`src/rtl/matrix_scan_ctrl.sv`:
```
// Column-scanning LED matrix controller with glyph ROM fetch, frame-step and scroll modes.
// Optional GHOST_BLANK_EN: blank the first output cycle of each column (needs SCAN_DIV >= 2).
module matrix_scan_ctrl #(
    parameter int COLS       = 16,
    parameter int ROW_W      = 16,
    parameter int NUM_FRAMES = 6,
    parameter int SCAN_DIV   = 1,
    parameter int HOLD_TICKS = 1,
    localparam int TOTAL = NUM_FRAMES * COLS,
    localparam int CW    = (COLS > 1) ? $clog2(COLS) : 1,
    localparam int AW    = (TOTAL > 1) ? $clog2(TOTAL) : 1,
    localparam int FW    = (NUM_FRAMES > 1) ? $clog2(NUM_FRAMES) : 1,
    localparam int DW    = (SCAN_DIV > 1) ? $clog2(SCAN_DIV) : 1,
    localparam int HW    = (HOLD_TICKS > 1) ? $clog2(HOLD_TICKS) : 1
) (
    input  logic             clk,
    input  logic             rst,
    input  logic             tick,
    input  logic             mode,
    input  logic             pause,
    output logic [AW-1:0]    rom_addr,
    input  logic [ROW_W-1:0] rom_data,
    output logic [CW-1:0]    I_COL,
    output logic [ROW_W-1:0] I_ROW,
    output logic [FW-1:0]    frame_idx,
    output logic             frame_start
);

    logic [DW-1:0] div_cnt;
    logic [CW-1:0] col_cnt;
    logic [FW-1:0] frame;
    logic [AW-1:0] scroll_pos;
    logic [HW-1:0] hold_cnt;
    logic          pending;
    logic          mode_q;
    logic [CW-1:0] col_p1;
    logic          wrap_p1;
`ifdef GHOST_BLANK_EN
    logic          first_p1;
`endif

    logic          col_step;
    logic          frame_wrap;
    logic          tick_ok;
    logic          tick_full;
    logic [AW:0]   step_addr;
    logic [AW:0]   scroll_sum;
    logic [AW:0]   scroll_addr;
    logic [AW:0]   scroll_frame;

    assign col_step   = (div_cnt == DW'(SCAN_DIV - 1));
    assign frame_wrap = col_step && (col_cnt == CW'(COLS - 1));
    assign tick_ok    = tick && !pause;
    assign tick_full  = tick_ok && (hold_cnt == HW'(HOLD_TICKS - 1));

    // scroll_pos < TOTAL and col_cnt < COLS <= TOTAL, so one subtract suffices
    assign step_addr    = (AW+1)'(frame) * (AW+1)'(COLS) + (AW+1)'(col_cnt);
    assign scroll_sum   = {1'b0, scroll_pos} + (AW+1)'(col_cnt);
    assign scroll_addr  = (scroll_sum >= (AW+1)'(TOTAL)) ? scroll_sum - (AW+1)'(TOTAL) : scroll_sum;
    assign scroll_frame = {1'b0, scroll_pos} / (AW+1)'(COLS);

    assign rom_addr  = mode_q ? scroll_addr[AW-1:0] : step_addr[AW-1:0];
    assign frame_idx = mode_q ? FW'(scroll_frame) : frame;

    always_ff @(posedge clk or posedge rst) begin
        if (rst) begin
            div_cnt    <= '0;
            col_cnt    <= '0;
            frame      <= '0;
            scroll_pos <= '0;
            hold_cnt   <= '0;
            pending    <= 1'b0;
            mode_q     <= 1'b0;
        end else begin
            mode_q  <= mode;
            div_cnt <= col_step ? '0 : div_cnt + 1'b1;
            if (col_step)
                col_cnt <= (col_cnt == CW'(COLS - 1)) ? '0 : col_cnt + 1'b1;

            if (mode != mode_q) begin
                frame      <= '0;
                scroll_pos <= '0;
                hold_cnt   <= '0;
                pending    <= 1'b0;
            end else begin
                if (tick_ok)
                    hold_cnt <= tick_full ? '0 : hold_cnt + 1'b1;
                // advance only at the frame boundary so a frame is never torn
                if (frame_wrap && pending) begin
                    if (mode_q)
                        scroll_pos <= (scroll_pos == AW'(TOTAL - 1)) ? '0 : scroll_pos + 1'b1;
                    else
                        frame <= (frame == FW'(NUM_FRAMES - 1)) ? '0 : frame + 1'b1;
                end
                if (tick_full)
                    pending <= 1'b1;
                else if (frame_wrap)
                    pending <= 1'b0;
            end
        end
    end

    // rom_data arrives one edge after rom_addr, so column tags are delayed to match
    always_ff @(posedge clk or posedge rst) begin
        if (rst) begin
            col_p1      <= '0;
            wrap_p1     <= 1'b0;
            I_COL       <= '0;
            I_ROW       <= '0;
            frame_start <= 1'b0;
`ifdef GHOST_BLANK_EN
            first_p1    <= 1'b0;
`endif
        end else begin
            col_p1      <= col_cnt;
            wrap_p1     <= (col_cnt == '0) && (div_cnt == '0);
            I_COL       <= col_p1;
            frame_start <= wrap_p1;
`ifdef GHOST_BLANK_EN
            first_p1    <= (div_cnt == '0);
            I_ROW       <= ((SCAN_DIV >= 2) && first_p1) ? '0 : rom_data;
`else
            I_ROW       <= rom_data;
`endif
        end
    end

endmodule
```
`config.mk`:
```
export PLATFORM = sky130hd
export DESIGN_NAME = matrix_scan_ctrl
export DESIGN_NICKNAME = d
export VERILOG_FILES = /design/src/rtl/matrix_scan_ctrl.sv
export SDC_FILE = /design/constraint.sdc
export NUM_CORES = 1
export LEC_CHECK = 0
export ABC_AREA = 0
export BUFFER_PORTS_ARGS = -buffer_cell sky130_fd_sc_hd__buf_2
export CAP_MARGIN = 20
export CORE_MARGIN = 10
export CORE_UTILIZATION = 50
export DETAILED_ROUTE_END_ITERATION = 12
export HOLD_SLACK_MARGIN = 0.08
export PLACE_DENSITY = 0.85
export REMOVE_ABC_BUFFERS = 1
export SLEW_MARGIN = 20
export SYNTH_ARGS = -nofsm -noshare
export SYNTH_HDL_FRONTEND = slang
export SYNTH_SLANG_ARGS = --single-unit
```
`constraint.sdc`:
```
create_clock -name clk -period 3.3 [get_ports clk]
set_clock_uncertainty 0.15 [all_clocks]
set_input_delay 0.165 -clock clk [delete_from_list [all_inputs] [get_ports clk]]
set_output_delay 0.165 -clock clk [all_outputs]
set_load 0.02 [all_outputs]
```
Yosys cells after proc, flatten, opt, wreduce, memory -nomap -nowiden:

Cells that the tools add are included.

* add/sub/neg operators: 8
* magnitude comparators: 1
* equal/unequal tests: 5
* muxes and demuxes: 19
* bitwise operators: 2
* reductions and logical operators: 13

Operator list (count)
* $mux 7: 6
* $mux 3: 5
* $add 7x4->8: 1
* $ge 8x7->1 const B: 1
* $add 7x1->7 const B: 1
* $add 7x4->7: 1
* $eq 7x7->1 const B: 1
* $mux 1: 7
* $sub 7x7->7 const B: 1
* $reduce_bool 2->1: 3
* $logic_and 1x1->1: 5
* $add 4x1->4 const B: 1
* $eq 4x4->1 const B: 1
* $logic_not 4->1: 1
* $mux 4: 1
* $reduce_and 2->1: 2
* $add 3x1->3 const B: 1
* $eq 3x3->1 const B: 1
* $reduce_bool 3->1: 1
* $add 1x1->1 const B: 2
* $ne 2x1->1 const B: 1
* $not 1->1: 2
* $logic_not 1->1: 1
* $ne 1x1->1: 1

* register bits after elaboration: 44
* bits of input ports: 21
* output and inout port bits: 31
* word-level logic and storage cells: 60

Longest topological paths before layout:

Gate-level depths: netlist of the first run.

* depth in word-level cells: 6
* depth in mapped cells: 7
* depth with buffers taken out: 7

Worst setup path before layout of the first run:

OpenSTA, ideal clock, no wires.

* path type: register to output
* start: register col_cnt[0]
* end: output port rom_addr[6]
* arrival: 2067 ps
* required time: 2985 ps
* setup slack: 918 ps
* stages on the path, launching flop included: 8
* buffers on the path: 0
* path through: dfrtp_1 -> ha_1 -> inv_1 -> fa_1 -> nand2b_1 -> a211oi_1 -> xnor2_1 -> o31ai_1

* word-level cells in the longest chain between the ends: 4
* elaborated cells between the ends (all ways): 6
* classes of those cells: add/sub: 3; order compare: 1; mux: 2

Ends and longest elaborated chain
* from (decl): RTL line 30 `logic [CW-1:0] col_cnt;`
* from (signal assigned): RTL line 78 `col_cnt <= (col_cnt == CW'(COLS - 1)) ? '0 : col_cnt + 1'b1;`
* $add 7x4->8: RTL line 58 `assign scroll_sum = {1'b0, scroll_pos} + (AW+1)'(col_cnt);`
* $sub 7x7->7 or $ge 8x7->1 (tied branches): RTL line 59 `assign scroll_addr = (scroll_sum >= (AW+1)'(TOTAL)) ? scroll_sum - (AW+1)'(TOTAL) : scroll_sum;`
* $mux 7: RTL line 59
* $mux 7 (*): RTL line 62 `assign rom_addr = mode_q ? scroll_addr[AW-1:0] : step_addr[AW-1:0];`
* to (decl): RTL line 21 `output logic [AW-1:0] rom_addr,`

Every way passes the cells marked *; elsewhere a longest branch is shown, timed or not.

Worst setup path after layout of the first run:

Ends and elaborated chain as after synthesis.

==> results.yml, run 1 <==
floorplan:
  io_pins: 52
  start_util: 0.524
  die_h_microns: 82.2
  dieArea_sq_um: 6750
  std_cell_rows: 22
  core_sq_um: 3690
  fp.dieW_microns: 82.2
sta:
  setup_viol: 0
  holdWs_ns: 0.162
  finalHoldViolations: 0
  maxSlewViolCount: 0
  fmax_mhz: 355
  fin_crit_sh: 0.855
  grt_setup_unrepaired: "no"
  worst_pin_slew_ns: 0.937
  maxSlewHeadroom: 0.372
  finalCriticalPeriod_ns: 2.82
  finalSetupTns_ns: 0
  fin_ws_ns: 0.480
setup_path:
  cp.required_ns: 2.98
  regToRegSetupSlack_ns: 1.06
  start_kind: "flop"
  crit_path_start: "col_cnt[0]$_DFF_PP0_"
  end_kind: "output pin"
  worstPathArrival_ns: 2.51
  path_cells: "ha_1 > inv_1 > fa_1 > nand2b_1 > a211oi_1 > xnor2_1 > o31ai_1 > buf_2"
  r2r_start: "mode_q$_DFF_PP0_"
  critPathSlowestCell: "dfrtp_1"
  cpPeakStageDelay_ns: 0.45
  rr_worst_depth: 5
  crit_type: "reg -> out"
  r2r_end: "scroll_pos[5]$_DFFE_PP0P_"
  crit_fanout: 6
min_path:
  min_from: "tick"
  worstHoldPathType: "in -> reg"
  hold_path_depth: 4
  min_to: "pending$_DFFE_PP0P_"
routing:
  wl_mm: 4.95
  final_antenna_net_count: 0
  drt-wirelength-per-cell_microns: 17.0
  drc: 0
  viasPerCell: 5.40
  vias: 1571
  drt_iter0_markers: 88
  first_pass_iters: 4
yosys:
  synth_area_leaders: "dfrtp_1, ha_1, o21ai_0"
  synth-seq-area-share: 0.557
  synth_largest_area_cell: "dfrtp_1"
  synth_edf_count: 0
  netlist_instances: 171
  synth.avg_cell_area_sq_um: 11.3
  synthTopCellsByCount: "dfrtp_1, o21ai_0, inv_1, nand2_1, nor2_1"
  ys.warnings.count: 0
  ys_async_sr_fraction: 1.00
  synthesis.area_sq_um: 1930
  ys_types: 40
  synth.ff_latch_count: 43
  synth_top_area_frac: 0.557
  synth_ff_type: "dfrtp_1"
  yosysMostFrequentCell: "dfrtp_1"
clocking:
  cts_buffers: 5
  cts_max_path_buffers: 2
  clock_latency_ns: 0.30
  cts_resized: 0
  path_clk_slew_ns: 0.08
  h-tree-depth: 2
  cts_tree: "built"
  cts-root-buf: "clkbuf_8"
  clock_sinks: 43
place:
  pre_cts_slack_ns: 0.888
  placed_area_sq_um: 2220
  dpl.hpwl_mm: 3.32
  globalplace.congestion: 0.869
  io_buffers: 51
power_and_ir_drop:
  power.leakage_nw: 1.22
  powerDensity_nw_per_um2: 423
  ir_drop_mv: 0.291
job:
  maxCapViolations: 0
global_route:
  met3_usage: 0.0605
  overflow: 0
  gr-usage-all-layers: 0.160
  grt_max_degree: 28
  antenna_found_initial: 0
  grt.met1_usage: 0.175
  busiest_layer: "met2"
  grt_pass1_wl_mm: 8.25
  grt_pass1_vias: 1651
  grt_use_met2: 0.281
layout:
  drive_gt1_frac: 0.276
  final_core_util: 0.686
  stdcell_area_sq_um: 2530
  final_nets: 273
  antennaDiodeCount: 0
  syn2layout_area_growth_pct: 31.0
  n_fill_cell: 262
outcome:
  status: "completed"
[cell type report]
type | instances | area [sq um] | share of cell area
inverters | 11 | 41.3 | 0.0163
well taps | 48 | 60.1 | 0.0237
clock buffers | 5 | 68.8 | 0.0272
flip-flops and latches | 43 | 1080 | 0.425
clock inverters | 3 | 46.3 | 0.0183
multi-input cells | 109 | 776 | 0.306
repair buffers | 72 | 463 | 0.183
[flip-flops by register name, summed over array words and instances (netlist names)]
register / count
pending: 1
col_cnt: 4
col_p1: 4
I_COL: 4
frame: 3
wrap_p1: 1
I_ROW: 16
mode_q: 1
hold_cnt: 1
frame_start: 1
scroll_pos: 7
[cell usage in the layout, fill, tap and decap left out, drive strengths merged, types with 2 or more instances in the layout]
| master | netlist | routed |
|---|---|---|
| buf | 2 | 52 |
| dfrtp | 43 | 43 |
| dlygate4sd3 | 0 | 20 |
| o21ai | 12 | 12 |
| nand2 | 12 | 12 |
| inv | 11 | 11 |
| nor2 | 10 | 10 |
| ha | 9 | 9 |
| a21oi | 6 | 6 |
| nand3 | 6 | 6 |
| nand2b | 5 | 5 |
| clkbuf | 6 | 5 |
| and3 | 4 | 4 |
| mux2 | 3 | 3 |
| xnor2 | 3 | 3 |
| mux2i | 3 | 3 |
| nor3b | 3 | 3 |
| o31ai | 3 | 3 |
| nand3b | 3 | 3 |
| xor2 | 2 | 2 |
| a31oi | 2 | 2 |
| a211oi | 2 | 2 |
| o41ai | 2 | 2 |
| nand4 | 2 | 2 |
| nor3 | 2 | 2 |
| o311ai | 2 | 2 |
[power by group]
part,total [mW],switching (mW),internal [mW]
clock,0.420,0.192,0.228
sequential,0.547,0.00807,0.539
combinational,0.104,0.0585,0.0454
total,1.07,0.259,0.813
[layer usage]
metal / routed length [microns] / share of wire / vias to the layer above
met1: 1870 / 0.38 / 757
met4: 80 / 0.016 / 0
met3: 497 / 0.10 / 6
met5: 0 / 0 / -
met2: 2510 / 0.51 / 67
li1: - / - / 741
[worst max-delay path: cells and delay by family (launching register included)]
kind / cells / cell delay (ns)
flip-flops: 1 / 0.45
buffers and inverters: 2 / 0.30
AND/OR/NAND/NOR: 1 / 0.22
XOR/XNOR: 1 / 0.09
AO/OA/AOI/OAI: 2 / 0.50
adder cells (fa/ha/maj): 2 / 0.66
[kinds of logic after synthesis]
logic type	after synthesis	synth area share
buffers and inverters	19	0.0414
adder cells (fa/ha/maj)	10	0.0687
XOR/XNOR	5	0.0227
AO/OA/AOI/OAI	36	0.128
AND/OR/NAND/NOR	52	0.149
multiplexers	6	0.0330
flip-flops	43	0.557
[metrics by stage]
| stage | std cells | power (mW) |
|---|---|---|
| after floorplan | 163 | 0.606 |
| after global placement | 263 | 0.639 |
| after detailed placement | 263 | 0.643 |
| after CTS | 291 | 1.07 |
| after global routing | 291 | 1.12 |
| final | 291 | 1.07 |
[worst max-delay path by stage]
| stage | end | depth (start not counted) | slack, ns |
|---|---|---|---|
| 2_1_floorplan | rom_addr[6] | 7 | 0.92 |
| 3_3_place_gp | rom_addr[6] | 8 | 1.02 |
| 3_5_place_dp | rom_addr[6] | 8 | 0.89 |
| 4_1_cts | rom_addr[6] | 8 | 0.50 |
| 5_1_grt | rom_addr[6] | 8 | 0.34 |
| 6_report | rom_addr[6] | 8 | 0.48 |
[timing repair]
item                      CTS  global route
hold endpoints to repair   45             0
setup buffers               0             0
hold buffers               20             0
(Power assumes the default switching activity.)
==> run 2, diff against run 1 <==
CORE_ASPECT_RATIO = 1.5   (was unset)
==> results.yml, run 2 (synthesis gave the netlist of run 1 again) <==
outcome:
  status: "completed"
sta:
  fin_ws_ns: 0.554
  finalSetupTns_ns: 0
  finalHoldViolations: 0
  maxSlewViolCount: 0
  fin_crit_sh: 0.832
  worst_pin_slew_ns: 0.814
  setup_viol: 0
  finalCriticalPeriod_ns: 2.75
  grt_setup_unrepaired: "no"
  fmax_mhz: 364
  maxSlewHeadroom: 0.457
global_route:
  gr-usage-all-layers: 0.132
  grt_pass1_vias: 1570
  grt_pass1_wl_mm: 7.40
  overflow: 0
  grt_max_degree: 24
  antenna_found_initial: 0
clocking:
  h-tree-depth: 2
  cts-root-buf: "clkbuf_8"
  postCtsSetupBuffers: 0
  cts_tree: "built"
  path_clk_slew_ns: 0.08
  clock_latency_ns: 0.29
  cts_resized: 0
  cts_max_path_buffers: 2
  clock_sinks: 43
  cts_buffers: 5
power_and_ir_drop:
  ir_drop_mv: 0.356
  power_frac_seq: 0.565
  p_int_mw: 0.732
  powerDensity_nw_per_um2: 388
  power.leakage_nw: 1.21
  swShare: 0.243
  p_switching_mw: 0.236
  comb_power_share: 0.106
  p_clk_frac: 0.329
setup_path:
  crit_type: "reg -> out"
  critPathSlowestCell: "dfrtp_1"
  cp.required_ns: 2.98
  worstPathArrival_ns: 2.43
  r2r_start: "mode_q$_DFF_PP0_"
  crit_path_start: "col_cnt[0]$_DFF_PP0_"
  cpPeakStageDelay_ns: 0.44
  start_kind: "flop"
  crit_fanout: 6
  end_kind: "output pin"
  path_cells: "ha_1 > inv_1 > fa_1 > nand2b_1 > a211oi_1 > xnor2_1 > o31ai_1 > buf_2"
place:
  placed_area_sq_um: 2210
  globalplace.congestion: 0.936
  io_buffers: 51
  pre_cts_slack_ns: 0.962
  dpl.hpwl_mm: 3.31
floorplan:
  io_pins: 52
  die_h_microns: 96.1
  dieArea_sq_um: 6800
  start_util: 0.520
  std_cell_rows: 27
  core_sq_um: 3720
  fp.dieW_microns: 70.8
layout:
  final_nets: 273
  drive_gt1_frac: 0.272
  largest_reg_flops: 16
  stdcell_area_sq_um: 2490
  final_cell_mix: "buf_2, dfrtp_1, dlygate4sd3_1"
  top_register: "I_ROW"
  top_regs: "I_ROW: 16 flops, scroll_pos: 7 flops"
  antennaDiodeCount: 0
  syn2layout_area_growth_pct: 29.1
  final_common_cell: "buf_2"
min_path:
  min_from: "tick"
  worstHoldPathType: "in -> reg"
routing:
  drt_iter0_markers: 67
  drc: 0
  first_pass_iters: 5
  vias: 1580
  final_antenna_net_count: 0
  wl_mm: 4.64
  drt-wirelength-per-cell_microns: 16.2
  viasPerCell: 5.52
job:
  maxCapViolations: 0
run 2: power groups by stage:
stage          registers, mW  clock network [mW]  logic, mW
2_1_floorplan          0.570                   0     0.0360
3_3_place_gp           0.557                   0     0.0824
3_5_place_dp           0.557                   0     0.0841
4_1_cts                0.547               0.329      0.103
5_1_grt                0.549               0.349      0.112
6_report               0.547               0.319      0.102
run 2: metal layers:
metal / wire [microns] / global-route usage
met2: 2380 / 0.237
met4: 126 / 0.0680
met1: 1750 / 0.134
met5: 0 / 0
met3: 378 / 0.0453
run 2: worst max-delay path, delay by kind of cell (launching register included):
family                   cells  cell delay [ns]
adder cells (fa/ha/maj)      2             0.60
AO/OA/AOI/OAI                2             0.49
flip-flops                   1             0.44
buffers and inverters        2             0.29
AND/OR/NAND/NOR              1             0.22
XOR/XNOR                     1             0.10
run 2: area by class of cell:
class                           count  area (sq um)
Clock buffer                        6          72.6
Clock inverter                      2          12.5
Fill cell                         314          1220
Inverter                           11          41.3
Multi-Input combinational cell    109           776
Sequential cell                    43          1080
Tap cell                           43          53.8
Timing Repair Buffer               72           463
run 2: final timing paths:
path	slack [ns]	to	depth (start not counted)
min	0.16	pending$_DFFE_PP0P_	4
max in group asynchronous	1.79	I_ROW[1]$_DFF_PP0_	4
min in group asynchronous	0.43	I_ROW[10]$_DFF_PP0_	3
max	0.55	rom_addr[6]	8
min reg2reg	0.20	I_COL[0]$_DFF_PP0_	0
max reg2reg	1.02	scroll_pos[5]$_DFFE_PP0P_	5
run 2: what timing repair did:
item,4_1_cts,5_1_grt
endpoints found under the hold margin,41,0
setup endpoints to repair,0,0
hold buffers,20,0
run 2: through the flow:
step | util | power, mW | std cells | hold WS, ns
finish | 0.671 | 0.968 | 286 | 0.156
global route | 0.671 | 1.01 | 286 | 0.198
CTS | 0.671 | 0.979 | 286 | 0.162
detailed placement | 0.595 | 0.641 | 258 | 0.124
global placement | 0.595 | 0.639 | 258 | 0.123
floorplan | - | 0.606 | 163 | 0.0464
==> run 3, diff against run 2 <==
CORE_UTILIZATION = 46   (was 50)
PLACE_DENSITY = 0.82   (was 0.85)
clock period = 2.4 ns   (was 3.3 ns; I/O delays follow)
==> results.yml, run 3 (synthesis gave the netlist of run 1 again) <==
outcome:
  status: "completed"
routing:
  vias: 1636
  final_antenna_net_count: 0
  wl_mm: 5.24
  viasPerCell: 5.51
  drt_iter0_markers: 126
  drc: 0
  drt-wirelength-per-cell_microns: 17.6
  first_pass_iters: 5
layout:
  top_register: "I_ROW"
  final_cell_mix: "buf_2, dfrtp_1, dlygate4sd3_1"
  antennaDiodeCount: 0
  final_nets: 282
  n_fill_cell: 287
  largest_reg_flops: 16
  syn2layout_area_growth_pct: 37.9
  top_regs: "I_ROW: 16 flops, scroll_pos: 7 flops"
  drive_gt1_frac: 0.341
  final_common_cell: "buf_2"
floorplan:
  io_pins: 52
  dieArea_sq_um: 7250
  fp.dieW_microns: 72.9
  core_sq_um: 3990
  die_h_microns: 99.4
  start_util: 0.484
  std_cell_rows: 28
power_and_ir_drop:
  power.leakage_nw: 1.28
  p_int_mw: 1.12
  powerDensity_nw_per_um2: 550
  power_frac_seq: 0.512
  power_mw: 1.46
  swShare: 0.237
  p_clk_frac: 0.385
  p_switching_mw: 0.346
  ir_drop_mv: 0.654
  comb_power_share: 0.104
setup_path:
  r2r_end: "frame[1]$_DFFE_PP0P_"
  end_kind: "output pin"
  cp.required_ns: 2.13
  worstPathArrival_ns: 2.13
  crit_fanout: 4
  regToRegSetupSlack_ns: 0.35
  crit_type: "reg -> out"
  worstSetupEndpoint: "rom_addr[6]"
  r2r_start: "col_cnt[0]$_DFF_PP0_"
  crit_path_start: "col_cnt[0]$_DFF_PP0_"
  start_kind: "flop"
  rr_worst_depth: 6
global_route:
  grt_pass1_wl_mm: 8.75
  grt_pass1_vias: 1714
  gr-usage-all-layers: 0.150
  overflow: 0
  grt_max_degree: 44
  antenna_found_initial: 0
place:
  globalplace.congestion: 0.843
  io_buffers: 51
  dpl.hpwl_mm: 3.40
clocking:
  path_clk_slew_ns: 0.08
  h-tree-depth: 2
  cts_tree: "built"
  cts_buffers: 5
  cts-root-buf: "clkbuf_8"
  clock_latency_ns: 0.30
  cts_max_path_buffers: 2
  clock_sinks: 43
sta:
  worst_pin_slew_ns: 0.587
  setup_viol: 0
  finalSetupTns_ns: 0
  grt_setup_unrepaired: "yes"
  fin_crit_sh: 0.998
  fmax_mhz: 418
  maxSlewViolCount: 0
  finalCriticalPeriod_ns: 2.40
  maxSlewHeadroom: 0.609
  finalHoldViolations: 0
min_path:
  hold_path_depth: 4
  worstHoldPathType: "in -> reg"
job:
  maxCapViolations: 0
## run 3: cell count changes in the layout (fill, tap and decap cells not counted), moves of 2 or more
| cell | previous run | this run |
|---|---|---|
| ha_4 | 0 | 2 |
| buf_2 | 51 | 48 |
| dfrtp_2 | 0 | 2 |
| ha_1 | 9 | 6 |
| dfrtp_1 | 43 | 41 |
| buf_4 | 1 | 13 |
## run 3: worst min path at each step
stage,start,end,slack (ns)
finish,tick,pending$_DFFE_PP0P_,0.16
floorplan,rom_data[0],I_ROW[0]$_DFF_PP0_,0.001
detailed placement,rom_data[11],I_ROW[11]$_DFF_PP0_,0.08
global placement,rom_data[1],I_ROW[1]$_DFF_PP0_,0.08
CTS,tick,pending$_DFFE_PP0P_,0.14
global route,tick,pending$_DFFE_PP0P_,0.19
## run 3: power groups by stage
stage	registers, mW	clock network (mW)	logic (mW)
after CTS	0.748	0.566	0.149
after global placement	0.762	0	0.118
after floorplan	0.783	0	0.0495
after global routing	0.751	0.594	0.166
after detailed placement	0.763	0	0.121
final	0.749	0.563	0.152
## run 3: layer usage
layer,global-route usage,vias up,routed length [microns]
met5,0,-,0
met4,0.0630,0,125
met3,0.0378,11,408
met2,0.266,74,2790
met1,0.162,791,1910
li1,-,760,-
## run 3: final cells by class
class / count / area (sq um) / share of cell area
timing repair buffer: 81 / 538 / 0.202
inverter: 11 / 41.3 / 0.0155
multi-input combinational: 109 / 837 / 0.314
sequential: 43 / 1080 / 0.405
clock inverter: 3 / 43.8 / 0.0164
clock buffer: 5 / 68.8 / 0.0258
tap: 45 / 56.3 / 0.0211
## run 3: worst max-delay path, cell delays in order (launching register included)
cell and delay (ns):
dfrtp_1 0.37, ha_2 0.19, inv_2 0.04, fa_2 0.34, nand2b_4 0.19, a211oi_4 0.22, xnor2_1 0.09, o31ai_1 0.23
buf_4 0.18
## run 3: metrics by stage
step	cell area (sq um)	utilization	setup WS, ns	instances	hold WS [ns]
2_1_floorplan	1890	-	0.0649	163	0.00143
5_1_grt	2660	0.667	-0.107	297	0.194
4_1_cts	2640	0.661	-0.00341	296	0.140
3_3_place_gp	2260	0.565	0.199	266	0.0774
6_report	2660	0.667	0.00487	297	0.155
3_5_place_dp	2260	0.565	0.161	266	0.0797
## run 3: repair_timing
item | CTS | global route
buffers inserted | 2 | 1
setup endpoints to repair | 3 | 3
hold buffers | 20 | 0
pin swaps | 1 | 3
gates resized for setup | 9 | 7
hold endpoints to repair | 62 | 0
cloned | 0 | 0
